`src/rtl/lcd_busy_reader_pkg.sv`:
```
// Shared HD44780 4-bit interface definitions: reader FSM encoding, default bus timing
// and RS/RW codes. No datapath, no latency, no flow control.
package lcd_busy_reader_pkg;

   typedef enum logic [2:0] {
      ST_IDLE,
      ST_SETUP,
      ST_E_HI1,
      ST_E_LO1,
      ST_E_HI2,
      ST_HOLD,
      ST_DONE,
      ST_GAP
   } rd_state_t;

   // Defaults shared with the writer side
   localparam int LCD_SETUP_CYC = 3;
   localparam int LCD_E_ON_CYC  = 13;

   // {RS, RW} for a busy-flag / address-counter read
   localparam logic [1:0] LCD_RSRW_BF_READ = 2'b01;

   function automatic int ctr_width(input int a, input int b, input int c);
      int m;
      m = a;
      if (b > m) m = b;
      if (c > m) m = c;
      return (m > 1) ? $clog2(m) : 1;
   endfunction

endpackage

```
`src/rtl/lcd_phase_timer.sv`:
```
// Loadable down-counter; oZero is high while the count sits at 0.
// Latency: loaded value N-1 gives N cycles to zero. No backpressure.
module lcd_phase_timer #(
   parameter int WIDTH = 5
) (
   input  logic             Clock,
   input  logic             Reset,
   input  logic             iLoad,
   input  logic [WIDTH-1:0] iLoadVal,
   output logic             oZero
);

   logic [WIDTH-1:0] count;

   always_ff @(posedge Clock or negedge Reset) begin
      if (!Reset) begin
         count <= '0;
      end else if (iLoad) begin
         count <= iLoadVal;
      end else if (count != '0) begin
         count <= count - WIDTH'(1);
      end
   end

   assign oZero = (count == '0);

endmodule

```
`src/rtl/lcd_busy_reader.sv`:
```
// HD44780 busy-flag/address read over the 4-bit bus, optional poll until not busy.
// Latency 2*SETUP+2*E_HIGH+E_LOW+1 per read (+iteration per poll); iStart ignored while active.
module lcd_busy_reader
   import lcd_busy_reader_pkg::*;
#(
   parameter int SETUP_CYCLES  = LCD_SETUP_CYC,
   parameter int E_HIGH_CYCLES = LCD_E_ON_CYC,
   parameter int E_LOW_CYCLES  = 25,
   parameter int MAX_POLLS     = 255
) (
   input  logic       Clock,
   input  logic       Reset,
   input  logic       iStart,
   input  logic       iPoll,
   input  logic [3:0] iLcdData,
   output logic       oOwnBus,
   output logic       oLcdRs,
   output logic       oLcdRw,
   output logic       oLcdE,
   output logic       oBusy,
   output logic [6:0] oAddr,
   output logic       oValid,
   output logic       oTimeout
);

   localparam int PH_W = ctr_width(SETUP_CYCLES, E_HIGH_CYCLES, E_LOW_CYCLES);
   localparam int PC_W = $clog2(MAX_POLLS + 1);

   rd_state_t        state;
   rd_state_t        state_nxt;
   logic             ph_zero;
   logic             ph_load;
   logic [PH_W-1:0]  ph_val;
   logic             poll_mode;
   logic [PC_W-1:0]  poll_cnt;
   logic [3:0]       nib_hi;
   logic [3:0]       nib_lo;
   logic             rd_busy;
   logic             last_poll;
   logic             publish;
   logic             timeout_nxt;
   logic             cnt_inc;
   logic             own_nxt;

   assign rd_busy   = nib_hi[3];
   assign last_poll = (32'(poll_cnt) + 32'd1) >= 32'(MAX_POLLS);
   assign own_nxt   = (state_nxt != ST_IDLE);

   lcd_phase_timer #(.WIDTH(PH_W)) u_phase_timer (
      .Clock    (Clock),
      .Reset    (Reset),
      .iLoad    (ph_load),
      .iLoadVal (ph_val),
      .oZero    (ph_zero)
   );

   always_ff @(posedge Clock or negedge Reset) begin
      if (!Reset) begin
         state <= ST_IDLE;
      end else begin
         state <= state_nxt;
      end
   end

   always_comb begin
      state_nxt   = state;
      publish     = 1'b0;
      timeout_nxt = 1'b0;
      cnt_inc     = 1'b0;
      case (state)
         ST_IDLE:  if (iStart)  state_nxt = ST_SETUP;
         ST_SETUP: if (ph_zero) state_nxt = ST_E_HI1;
         ST_E_HI1: if (ph_zero) state_nxt = ST_E_LO1;
         ST_E_LO1: if (ph_zero) state_nxt = ST_E_HI2;
         ST_E_HI2: if (ph_zero) state_nxt = ST_HOLD;
         ST_HOLD:  if (ph_zero) state_nxt = ST_DONE;
         ST_DONE: begin
            if (poll_mode && rd_busy && !last_poll) begin
               cnt_inc   = 1'b1;
               state_nxt = ST_GAP;
            end else begin
               publish     = 1'b1;
               timeout_nxt = poll_mode && rd_busy;
               state_nxt   = ST_IDLE;
            end
         end
         // RS/RW are still driven, so the next strobe needs no fresh setup
         ST_GAP:   if (ph_zero) state_nxt = ST_E_HI1;
         default:  state_nxt = ST_IDLE;
      endcase
   end

   always_comb begin
      ph_load = (state_nxt != state);
      case (state_nxt)
         ST_SETUP, ST_HOLD:  ph_val = PH_W'(SETUP_CYCLES - 1);
         ST_E_HI1, ST_E_HI2: ph_val = PH_W'(E_HIGH_CYCLES - 1);
         ST_E_LO1, ST_GAP:   ph_val = PH_W'(E_LOW_CYCLES - 1);
         default:            ph_val = '0;
      endcase
   end

   // Bus outputs follow the next state so they switch on the state-entry edge
   always_ff @(posedge Clock or negedge Reset) begin
      if (!Reset) begin
         poll_mode <= 1'b0;
         poll_cnt  <= '0;
         nib_hi    <= '0;
         nib_lo    <= '0;
         oOwnBus   <= 1'b0;
         oLcdRs    <= 1'b0;
         oLcdRw    <= 1'b0;
         oLcdE     <= 1'b0;
         oBusy     <= 1'b1;
         oAddr     <= '0;
         oValid    <= 1'b0;
         oTimeout  <= 1'b0;
      end else begin
         if (state == ST_IDLE && iStart) begin
            poll_mode <= iPoll;
            poll_cnt  <= '0;
         end
         if (cnt_inc) begin
            poll_cnt <= poll_cnt + PC_W'(1);
         end
         if (state == ST_E_HI1 && ph_zero) begin
            nib_hi <= iLcdData;
         end
         if (state == ST_E_HI2 && ph_zero) begin
            nib_lo <= iLcdData;
         end
         oOwnBus            <= own_nxt;
         {oLcdRs, oLcdRw}   <= own_nxt ? LCD_RSRW_BF_READ : 2'b00;
         oLcdE              <= (state_nxt == ST_E_HI1) || (state_nxt == ST_E_HI2);
         oValid             <= publish;
         oTimeout           <= timeout_nxt;
         if (publish) begin
            oBusy <= rd_busy;
            oAddr <= {nib_hi[2:0], nib_lo};
         end
      end
   end

endmodule
```
`config.mk`:
```
export PLATFORM = sky130hd
export DESIGN_NAME = lcd_busy_reader
export DESIGN_NICKNAME = d
export VERILOG_FILES = /design/src/rtl/lcd_busy_reader_pkg.sv /design/src/rtl/lcd_phase_timer.sv /design/src/rtl/lcd_busy_reader.sv
export SDC_FILE = /design/constraint.sdc
export NUM_CORES = 1
export LEC_CHECK = 0
export ABC_AREA = 1
export BUFFER_PORTS_ARGS = -buffer_cell sky130_fd_sc_hd__buf_2
export CAP_MARGIN = 20
export CORE_ASPECT_RATIO = 1.5
export CORE_MARGIN = 1
export CORE_UTILIZATION = 61
export DETAILED_ROUTE_END_ITERATION = 6
export GPL_TIMING_DRIVEN = 0
export PLACE_DENSITY = 0.94
export SYNTH_ARGS = -nofsm -noshare
export SYNTH_HDL_FRONTEND = slang
export SYNTH_SLANG_ARGS = --single-unit
```
`constraint.sdc`:
```
create_clock -name Clock -period 5 [get_ports Clock]
set_input_delay 0.25 -clock Clock [delete_from_list [all_inputs] [get_ports Clock]]
set_output_delay 0.25 -clock Clock [all_outputs]
set_load 0.005 [all_outputs]
```
==> summary.md, run 1 <==
| Metric | Value |
|---|---|
| Run status | completed |
| Initial antenna violation count | 0 |
| Final HPWL DP | 2503 µm |
| Top_reg_cell synth | dfrtp_1 |
| Number of flops mapped to enable cells by yosys | 0 |
| Worst path bufs/invs | 3 |
| Initial DRT Pass Iterations | 4 |
| Placed Instances | 275 |
| Clock transition at the registers of the reported paths | 0.08 ns |
| Final worst path period need | 2.214 ns |
| Post CTS Setup Buffer Count | 0 |
| Core area | 2883 µm² |
| Vias in the first global route | 1,437 |
| Worst path required time | 5.17 ns |
| Leakage | 1.159 nW |
| Post-synthesis sequential area ratio | 0.5014 |
| Slowest cell on the critical path | dfrtp_1 |
| CTS tree | yes |
| Final clock skew | 0.009037 ns |
| Final setup viols | 0 |
| Ys Warns | 0 |
| Most frequent cells after synthesis | nand2_1, dfrtp_1, inv_1 |
| Most used cell along the critical path | nand2_1 |
| Nets@finish | 254 |
| Port Buf Inserts | 20 |
| Max-cap viol count | 0 |
| Die area | 3260 µm² |
| Hold violation total from the final report | 0 |
| Area leader, netlist | dfrtp_1 |
| Area contributors post-synth | dfrtp_1, nand2_1, inv_1, nand3_1, o21ai_0 |
| Asr flop ratio synth | 1.000 |
| Peak Freq | 451.6 MHz |
| Total GRT Usage | 0.2649 |
| DR vias/cell | 5.378 |
| Routed WL per cell | 12.92 µm |
| H-tree levels | 2 |
| Synth top area share | 0.4871 |
| CTS Sinks | 37 |
| Ant. Diodes | 0 |
| Fin util | 0.7283 |
| Top-count cell post-synth | nand2_1 |
| Synthesized flop and latch total | 37 |
| CP cell instances | ha_1 > nand2_1 > inv_2 > nand2_1 > nand2_1 > inv_1 > nand3_1 > nor2_2 > a21boi_1 > nand3_1 > nand2_1 > buf_2 > o21ai_0 |
| GPL Wtd Cong | 0.9292 |
| Post-CTS resize count | 0 |
| CP top delay family | simple AND/OR/NAND/NOR gates |
| CTS Root Cell | clkbuf_8 |
| Final Slew Violations | 0 |
| Synth cell types | 31 |
| CTS Buffer Depth | 2 |
| Worst hold margin | 0.03436 ns |
| Non-filler cells, final | 283 |
| Fraction of layout cells with a size suffix above 1 | 0.2377 |
| # fillers | 207 |
| Critical Path Fanout Max | 10 |
| WL final | 3656 µm |
| Worst min path class | in -> async |
| Row count | 24 |
| Post-synth net total | 227 |
| P&R area growth vs syn | 13.53% |
| Final TNS setup | 0 ns |
| Io pins | 22 |
| Worst Max-Slew Pin Slew | 0.8005 ns |
| WL met3 | 148 µm |
| WP data arrival | 2.38 ns |
| RSZ-0062 raised after global routing | no |
| DR top layer | met4 |
| Largest net degree at the start of global routing | 38 |
| Power Density | 259.1 nW/µm² |
| First-pass GRT wire length | 6147 µm |
| Die Y | 69.44 µm |
| Antenna Nets Post-Route | 0 |
| Initial DRC count | 48 |
| Initial core utilization | 0.6415 |
| Mapped Cells | 216 |
| CTS Hold Bufs | 0 |
| Latest clock arrival within the worst-skew pair | 0.30 ns |
| Die width | 46.96 µm |
| Met1 wire length | 1463 µm |
| Critical Path Sink Type | flop |
| CP Class | reg -> reg |
| WL met2 | 1966 µm |
| Avg Cell Area, Syn | 8.561 µm² |
| Grt total ovfl | 0 |
| Slew HR | 0.4663 |
| DRC viols | 0 |
| Max incr delay on CP | 0.44 ns |
| Post-Syn Area | 1849 µm² |
| Maximum VDD drop | 0.2075 mV |
| Post-route clock period utilization | 0.4429 |
| TritonCTS buffer count | 5 |
| Worst Setup Start Kind | flop |
| Tot Pwr | 0.0005440 W |
| DR vias | 1,522 |
## flip-flops by register name, indices dropped and copies added, names as in the netlist
name	cells
oAddr	7
oBusy	1
oLcdRw	1
oLcdE	1
oTimeout	1
oValid	1
nib_hi	4
nib_lo	4
poll_mode	1
u_phase_timer.count	5
poll_cnt	8
state	3
## final timing paths
| check | from | end | slack (ns) | cells past startpoint |
|---|---|---|---|---|
| min reg2reg | oAddr[5] | oAddr[5] | 0.49 | 2 |
| min | Reset | u_phase_timer.count[1] | 0.03 | 1 |
| max in group asynchronous | Reset | oAddr[6] | 4.45 | 1 |
| max | poll_cnt[1] | oAddr[1] | 2.79 | 13 |
| max reg2reg | poll_cnt[1] | oAddr[1] | 2.79 | 13 |
| min in group Clock | iPoll | poll_mode | 0.19 | 2 |
## routing by layer
metal	vias to the layer above	track usage
li1	751	-
met1	714	0.3321
met2	49	0.4213
met3	8	0.04948
met4	0	0.1302
met5	-	0
## per-stage QoR
stage               cell area (µm²)  worst slack (ns)
floorplan                      1849             3.073
global placement               1998             2.930
detailed placement             1998             2.886
CTS                            2100             2.827
global route                   2100             2.606
finish                         2100             2.786
## cell usage in the layout (no fill, tap or decap), types with 5 or more instances in the layout
cell type  instances
nand2_1           48
dfrtp_1           36
inv_1             29
buf_2             21
nand3_1           19
o21ai_0           19
nand2_2            7
nor2_1             7
clkbuf_8           7
nand4_1            6
inv_2              5
nor2_2             5
o22ai_1            5
## cells by family (layout without fill, tap and decap cells)
| kind of cell | count (synthesis) | count (layout) | synth area share |
|---|---|---|---|
| compound gates | 32 | 32 | 0.09810 |
| other cells | 1 | 1 | 0.002028 |
| flops | 37 | 37 | 0.5014 |
| buf+inv | 38 | 66 | 0.08795 |
| simple gates | 102 | 102 | 0.2747 |
| mux | 1 | 1 | 0.006089 |
| xor+xnor | 2 | 2 | 0.009474 |
| fa+ha+maj | 3 | 3 | 0.02030 |
## final cells by class
class / count / area [µm²] / share of cell area
inverters: 34 / 127.6 / 0.06079
flip-flops and latches: 37 / 927.1 / 0.4416
clock buffers: 7 / 96.34 / 0.04589
clock inverters: 1 / 5.005 / 0.002384
multi-input cells: 141 / 759.5 / 0.3617
repair buffers: 20 / 100.1 / 0.04768
plain buffers: 4 / 35.03 / 0.01669
well taps: 39 / 48.80 / 0.02324
## worst register-to-register path, delay by kind of cell (launching register included)
kind	cells	cell delay [ns]
buf+inv	3	0.43
flops	1	0.44
fa+ha+maj	1	0.23
simple gates	7	0.73
compound gates	2	0.27
## power by group
group	switching [W]	total (W)	internal (W)
logic	0.00000821	0.0000113	0.00000306
clock network	0.000107	0.000231	0.000125
registers	0.000000774	0.000302	0.000301
total	0.000116	0.000544	0.000428
Power figures use the tool's default switching activity.
==> run 2: changes to the inputs <==
--- a/config.mk
+++ b/config.mk
@@ -10,10 +10,10 @@
 export CAP_MARGIN = 20
 export CORE_ASPECT_RATIO = 1.5
 export CORE_MARGIN = 1
-export CORE_UTILIZATION = 61
+export CORE_UTILIZATION = 57
 export DETAILED_ROUTE_END_ITERATION = 6
 export GPL_TIMING_DRIVEN = 0
-export PLACE_DENSITY = 0.94
+export PLACE_DENSITY = 0.89
 export SYNTH_ARGS = -nofsm -noshare
 export SYNTH_HDL_FRONTEND = slang
 export SYNTH_SLANG_ARGS = --single-unit
==> constraint.sdc (replaced) <==
create_clock -name Clock -period 2.15 [get_ports Clock]
set_input_delay 0.1075 -clock Clock [delete_from_list [all_inputs] [get_ports Clock]]
set_output_delay 0.1075 -clock Clock [all_outputs]
set_load 0.005 [all_outputs]
==> summary.md, run 2 (synthesis gave the netlist of run 1 again) <==
| Metric | Value |
|---|---|
| Run status | completed |
| Initial DRC count | 48 |
| CP cell instances | inv_2 > ha_4 > nor2_1 > nor2_1 > nor2_1 > nand3_2 > nor2_4 > nand2_2 > nand3_4 > buf_6 > nand2_4 > nand2_2 > nand2_4 > nand3_1 > nand2_1 > nand2_1 > nand2_1 |
| # fillers | 233 |
| RSZ-0062 raised after global routing | yes |
| Ant. Diodes | 0 |
| P&R area growth vs syn | 23.21% |
| Max-cap viol count | 0 |
| Io pins | 22 |
| Worst flop-to-flop path endpoint | u_phase_timer.count[3] |
| Die width | 48.51 µm |
| Critical Path Sink Type | flop |
| DR vias | 1,538 |
| Setup ws final | 0.06586 ns |
| Logic gate share of total power | 0.020 |
| Power Density | 591.4 nW/µm² |
| Worst path required time | 2.33 ns |
| Hold Path Depth | 3 |
| Die area | 3481 µm² |
| WP data arrival | 2.27 ns |
| Placed Instances | 276 |
| Hold violation total from the final report | 0 |
| Initial DRT Pass Iterations | 4 |
| NetSw | 0.0002617 W |
| WL final | 3837 µm |
| Row count | 25 |
| Largest regs | poll_cnt: 8 flops, oAddr: 7 flops, u_phase_timer.count: 5 flops |
| TritonCTS buffer count | 5 |
| Critical Path Fanout Max | 7 |
| CTS Buffer Depth | 2 |
| Port Buf Inserts | 20 |
| Worst reg2reg startpoint | poll_cnt[0] |
| Maximum VDD drop | 0.6614 mV |
| Latest clock arrival within the worst-skew pair | 0.29 ns |
| Final setup viols | 0 |
| Final HPWL DP | 2451 µm |
| Clock transition at the registers of the reported paths | 0.08 ns |
| Die Y | 71.76 µm |
| Commonest non-fill, non-tap cell in the layout | nand2_1 |
| Hold Crit Start | iLcdData[3] |
| Hold endpoint | nib_hi[3] |
| Max reg flops | 8 |
| Reg power frac | 0.520 |
| DRC viols | 0 |
| Int Power | 0.001086 W |
| GPL Wtd Cong | 0.8502 |
| Area after DPL | 1999 µm² |
| Final clock skew | 0.01048 ns |
| Fraction of layout cells with a size suffix above 1 | 0.3068 |
| Worst min path class | in -> reg |
| Routed WL per cell | 13.19 µm |
| Final worst path period need | 2.084 ns |
| Slew HR | 0.4566 |
| Post-route design area | 2278 µm² |
| Initial core utilization | 0.5912 |
| R2r worst-path depth | 17 |
| CP Class | reg -> reg |
| Worst Max-Slew Pin Slew | 0.8151 ns |
| CTS Sinks | 37 |
| Sw frac | 0.1942 |
| First-pass GRT wire length | 5865 µm |
| Slowest cell on the critical path | dfrtp_2 |
| Leakage | 1.205 nW |
| Final Slew Violations | 0 |
| Worst hold margin | 0.03943 ns |
| DR vias/cell | 5.285 |
| Total GRT Usage | 0.2237 |
| Core area | 3128 µm² |
| R2R Setup Slk | 0.07 ns |
| H-tree levels | 2 |
| Worst Setup Start Kind | flop |
| Vias in the first global route | 1,396 |
| CTS tree | yes |
| Post-place setup slack | 0.02337 ns |
| Clock power frac | 0.460 |
| Commonest non-fill, non-tap cells in the layout | nand2_1, dfrtp_1, inv_1 |
| Largest net degree at the start of global routing | 38 |
| Grt total ovfl | 0 |
| Most flop-heavy register | poll_cnt |
| Antenna Nets Post-Route | 0 |
| Max incr delay on CP | 0.46 ns |
| Nets@finish | 261 |
| CTS Root Cell | clkbuf_8 |
| Initial antenna violation count | 0 |
| Post-route clock period utilization | 0.9694 |
| Non-filler cells, final | 291 |
| Peak Freq | 479.8 MHz |
-- run 2: final cells by class --
cell class                 instances  area, µm²  share of cell area
inverter                          34      130.1             0.05711
clock inverter                     1      30.03             0.01318
timing repair buffer              27      158.9             0.06974
buffer                             4      35.03             0.01538
sequential                        37      929.6              0.4080
tap                               40      50.05             0.02197
clock buffer                       7      86.33             0.03789
multi-input combinational        141      858.3              0.3767
-- run 2: metrics by stage --
step,utilization,power [W],setup TNS [ns]
after detailed placement,0.6392,0.0007410,0
after global placement,0.6392,0.0007406,0
after global routing,0.7284,0.001388,-0.2579
after floorplan,-,0.0007191,0
final,0.7284,0.001348,0
after CTS,0.6796,0.001359,0
-- run 2: per-layer routing --
metal | part of all wire | vias up | GRT usage
li1 | - | 761 | -
met1 | 0.42 | 741 | 0.2429
met2 | 0.53 | 31 | 0.4100
met3 | 0.036 | 5 | 0.06157
met4 | 0.013 | 0 | 0.08824
met5 | 0 | - | 0
-- run 2: repair_timing --
action	4_1_cts	5_1_grt
buffers inserted	0	6
gates resized for setup	0	26
setup endpoints to repair	0	22
endpoints found under the hold margin	36	0
hold buffers	1	0
-- run 2: worst max path at each step --
stage,start,to,slack [ns],cells past startpoint
2_1_floorplan,poll_cnt[0],oLcdRw,0.22,12
3_3_place_gp,poll_cnt[0],oLcdRw,0.06,12
3_5_place_dp,poll_cnt[0],u_phase_timer.count[2],0.02,13
4_1_cts,u_phase_timer.count[0],u_phase_timer.count[2],0.002,11
5_1_grt,poll_cnt[0],u_phase_timer.count[3],-0.07,17
6_report,poll_cnt[0],u_phase_timer.count[3],0.07,17
-- run 2: power by group through the flow --
stage               Clock, W  Combinational, W  Sequential (W)
floorplan                  0        0.00000490        0.000714
global placement           0         0.0000265        0.000714
detailed placement         0         0.0000267        0.000714
CTS                 0.000630         0.0000282        0.000701
global route        0.000655         0.0000316        0.000701
finish              0.000620         0.0000269        0.000701
-- run 2: worst max-delay path, delay by kind of cell (launching register included) --
family	cells	cell delay (ns)
DFF	1	0.46
buffers and inverters	2	0.22
adders and majority gates	1	0.20
and+or+nand+nor	14	1.08
==> run 3: changes to the inputs <==
==> constraint.sdc (replaced) <==
create_clock -name Clock -period 2.3 [get_ports Clock]
set_input_delay 0.115 -clock Clock [delete_from_list [all_inputs] [get_ports Clock]]
set_output_delay 0.115 -clock Clock [all_outputs]
set_load 0.005 [all_outputs]
==> summary.md, run 3 (synthesis gave the netlist of run 1 again) <==
| Metric | Value |
|---|---|
| Initial DRT Pass Iterations | 4 |
| Fin util | 0.6932 |
| R2r worst-path depth | 12 |
| Slowest cell on the critical path | dfrtp_2 |
| WP data arrival | 2.32 ns |
| Hold violation total from the final report | 0 |
| Worst path bufs/invs | 2 |
| Worst min path class | in -> reg |
| Clock transition at the registers of the reported paths | 0.07 ns |
| Commonest non-fill, non-tap cell in the layout | nand2_1 |
| Worst Max-Slew Pin Slew | 0.8117 ns |
| Final Slew Violations | 0 |
| Port Buf Inserts | 20 |
| Reg power frac | 0.523 |
| Maximum VDD drop | 0.6301 mV |
| Slew HR | 0.4588 |
| Run status | completed |
| Final HPWL DP | 2451 µm |
| WL final | 3573 µm |
| DR vias/cell | 5.185 |
| Hold endpoint | nib_lo[0] |
| Hold Path Depth | 3 |
| Final setup viols | 0 |
| TritonCTS buffer count | 5 |
| First-pass GRT wire length | 5865 µm |
| DRC viols | 0 |
| Hold Crit Start | iLcdData[0] |
| Max-cap viol count | 0 |
| NetSw | 0.0002391 W |
| CP Depth | 12 |
| Ant. Diodes | 0 |
| Largest net degree at the start of global routing | 38 |
| Fraction of layout cells with a size suffix above 1 | 0.2632 |
| Vias in the first global route | 1,396 |
| CP cell instances | inv_2 > ha_1 > nor2_1 > nor2_1 > nor2_1 > nand3_1 > nor2_2 > nand2_2 > nand3_4 > buf_8 > nand2_1 > o21ai_0 |
| Initial DRC count | 71 |
| Initial core utilization | 0.5912 |
| Clock power frac | 0.457 |
| P&R area growth vs syn | 17.25% |
| Io pins | 22 |
| Total GRT Usage | 0.2237 |
| CTS tree | yes |
| Logic gate share of total power | 0.020 |
| Die width | 48.51 µm |
| Worst reg2reg startpoint | poll_cnt[0] |
| Tot Pwr | 0.001254 W |
| Final TNS setup | 0 ns |
| CTS Sinks | 37 |
| Nets@finish | 257 |
| Peak Freq | 468.6 MHz |
| CP Class | reg -> reg |
| Power Density | 578.4 nW/µm² |
| Max incr delay on CP | 0.43 ns |
| GPL Wtd Cong | 0.8502 |
| Die Y | 71.76 µm |
| Grt total ovfl | 0 |
| R2R Setup Slk | 0.17 ns |
| Crit path from | poll_cnt[0] |
| Routed WL per cell | 12.45 µm |
| H-tree levels | 2 |
| Critical Path Sink Type | flop |
| Critical Path Fanout Max | 10 |
| Worst flop-to-flop path endpoint | poll_cnt[3] |
| CTS Root Cell | clkbuf_8 |
| RSZ-0062 raised after global routing | no |
| DR vias | 1,488 |
| Post-route clock period utilization | 0.9279 |
| Commonest non-fill, non-tap cells in the layout | nand2_1, dfrtp_1, inv_1 |
| Setup ws final | 0.1658 ns |
| CTS Buffer Depth | 2 |
| Worst Setup Start Kind | flop |
| Most used cell along the critical path | nor2_1 |
| Final worst path period need | 2.134 ns |
| Largest regs | poll_cnt: 8 flops, oAddr: 7 flops, u_phase_timer.count: 5 flops |
| Int Power | 0.001015 W |
| Final clock skew | 0.009599 ns |
| Initial antenna violation count | 0 |
| Core area | 3128 µm² |
| CP top delay family | simple AND/OR/NAND/NOR gates |
| Worst path required time | 2.48 ns |
| Max reg flops | 8 |
| Sw frac | 0.1906 |
| Antenna Nets Post-Route | 0 |
| Latest clock arrival within the worst-skew pair | 0.29 ns |
| Post-place setup slack | 0.1734 ns |
| Row count | 25 |
| Most flop-heavy register | poll_cnt |
| Die area | 3481 µm² |
| Leakage | 1.175 nW |
[run 3: cell types whose count changed in the layout (fill, tap and decap cells not counted), moves of 2 or more]
| cell | previous run | this run |
|---|---|---|
| ha_1 | 0 | 2 |
| buf_4 | 7 | 4 |
| nand2_1 | 42 | 47 |
| nand2_4 | 5 | 1 |
| nor2_2 | 1 | 4 |
| nor2_4 | 5 | 2 |
[run 3: power groups by stage]
stage               clock network (W)   logic [W]  registers, W
global route                 0.000612   0.0000295      0.000655
finish                       0.000574   0.0000252      0.000655
global placement                    0   0.0000247      0.000668
detailed placement                  0   0.0000249      0.000668
floorplan                           0  0.00000458      0.000668
CTS                          0.000589   0.0000263      0.000655
[run 3: worst register-to-register path, delay by kind of cell (launching register included)]
family	cells	cell delay, ns
buf+inv	2	0.21
simple gates	8	0.83
fa+ha+maj	1	0.30
flops	1	0.43
compound gates	1	0.28
[run 3: through the flow]
| stage | area [µm²] | hold WS [ns] | instances |
|---|---|---|---|
| floorplan | 1849 | -0.1806 | 216 |
| global placement | 1999 | 0.2568 | 276 |
| detailed placement | 1999 | 0.2555 | 276 |
| CTS | 2126 | 0.04004 | 285 |
| global route | 2168 | 0.04599 | 287 |
| finish | 2168 | 0.05029 | 287 |
[run 3: metal layers]
layer | GRT usage | wire [µm]
met1 | 0.2429 | 1507
met4 | 0.08824 | 77
met2 | 0.4100 | 1842
met5 | 0 | 0
met3 | 0.06157 | 146
[run 3: what timing repair did]
action	CTS	global route
resized for setup	0	8
hold buffers	1	0
setup endpoints to repair	0	12
setup buffers	0	2
endpoints found under the hold margin	36	0
[run 3: layout make-up]
cell class | instances | area, µm²
buffer | 4 | 35.03
sequential | 37 | 929.6
tap | 40 | 50.05
inverter | 34 | 127.6
multi-input combinational | 141 | 784.5
timing repair buffer | 23 | 125.1
fill | 259 | 959.7
clock buffer | 7 | 86.33
clock inverter | 1 | 30.03
[run 3: worst max path at each step]
stage	end	slack, ns
finish	poll_cnt[3]	0.17
CTS	u_phase_timer.count[2]	0.15
floorplan	oLcdRw	0.37
global placement	oLcdRw	0.21
global route	u_phase_timer.count[1]	0.002
detailed placement	u_phase_timer.count[2]	0.17
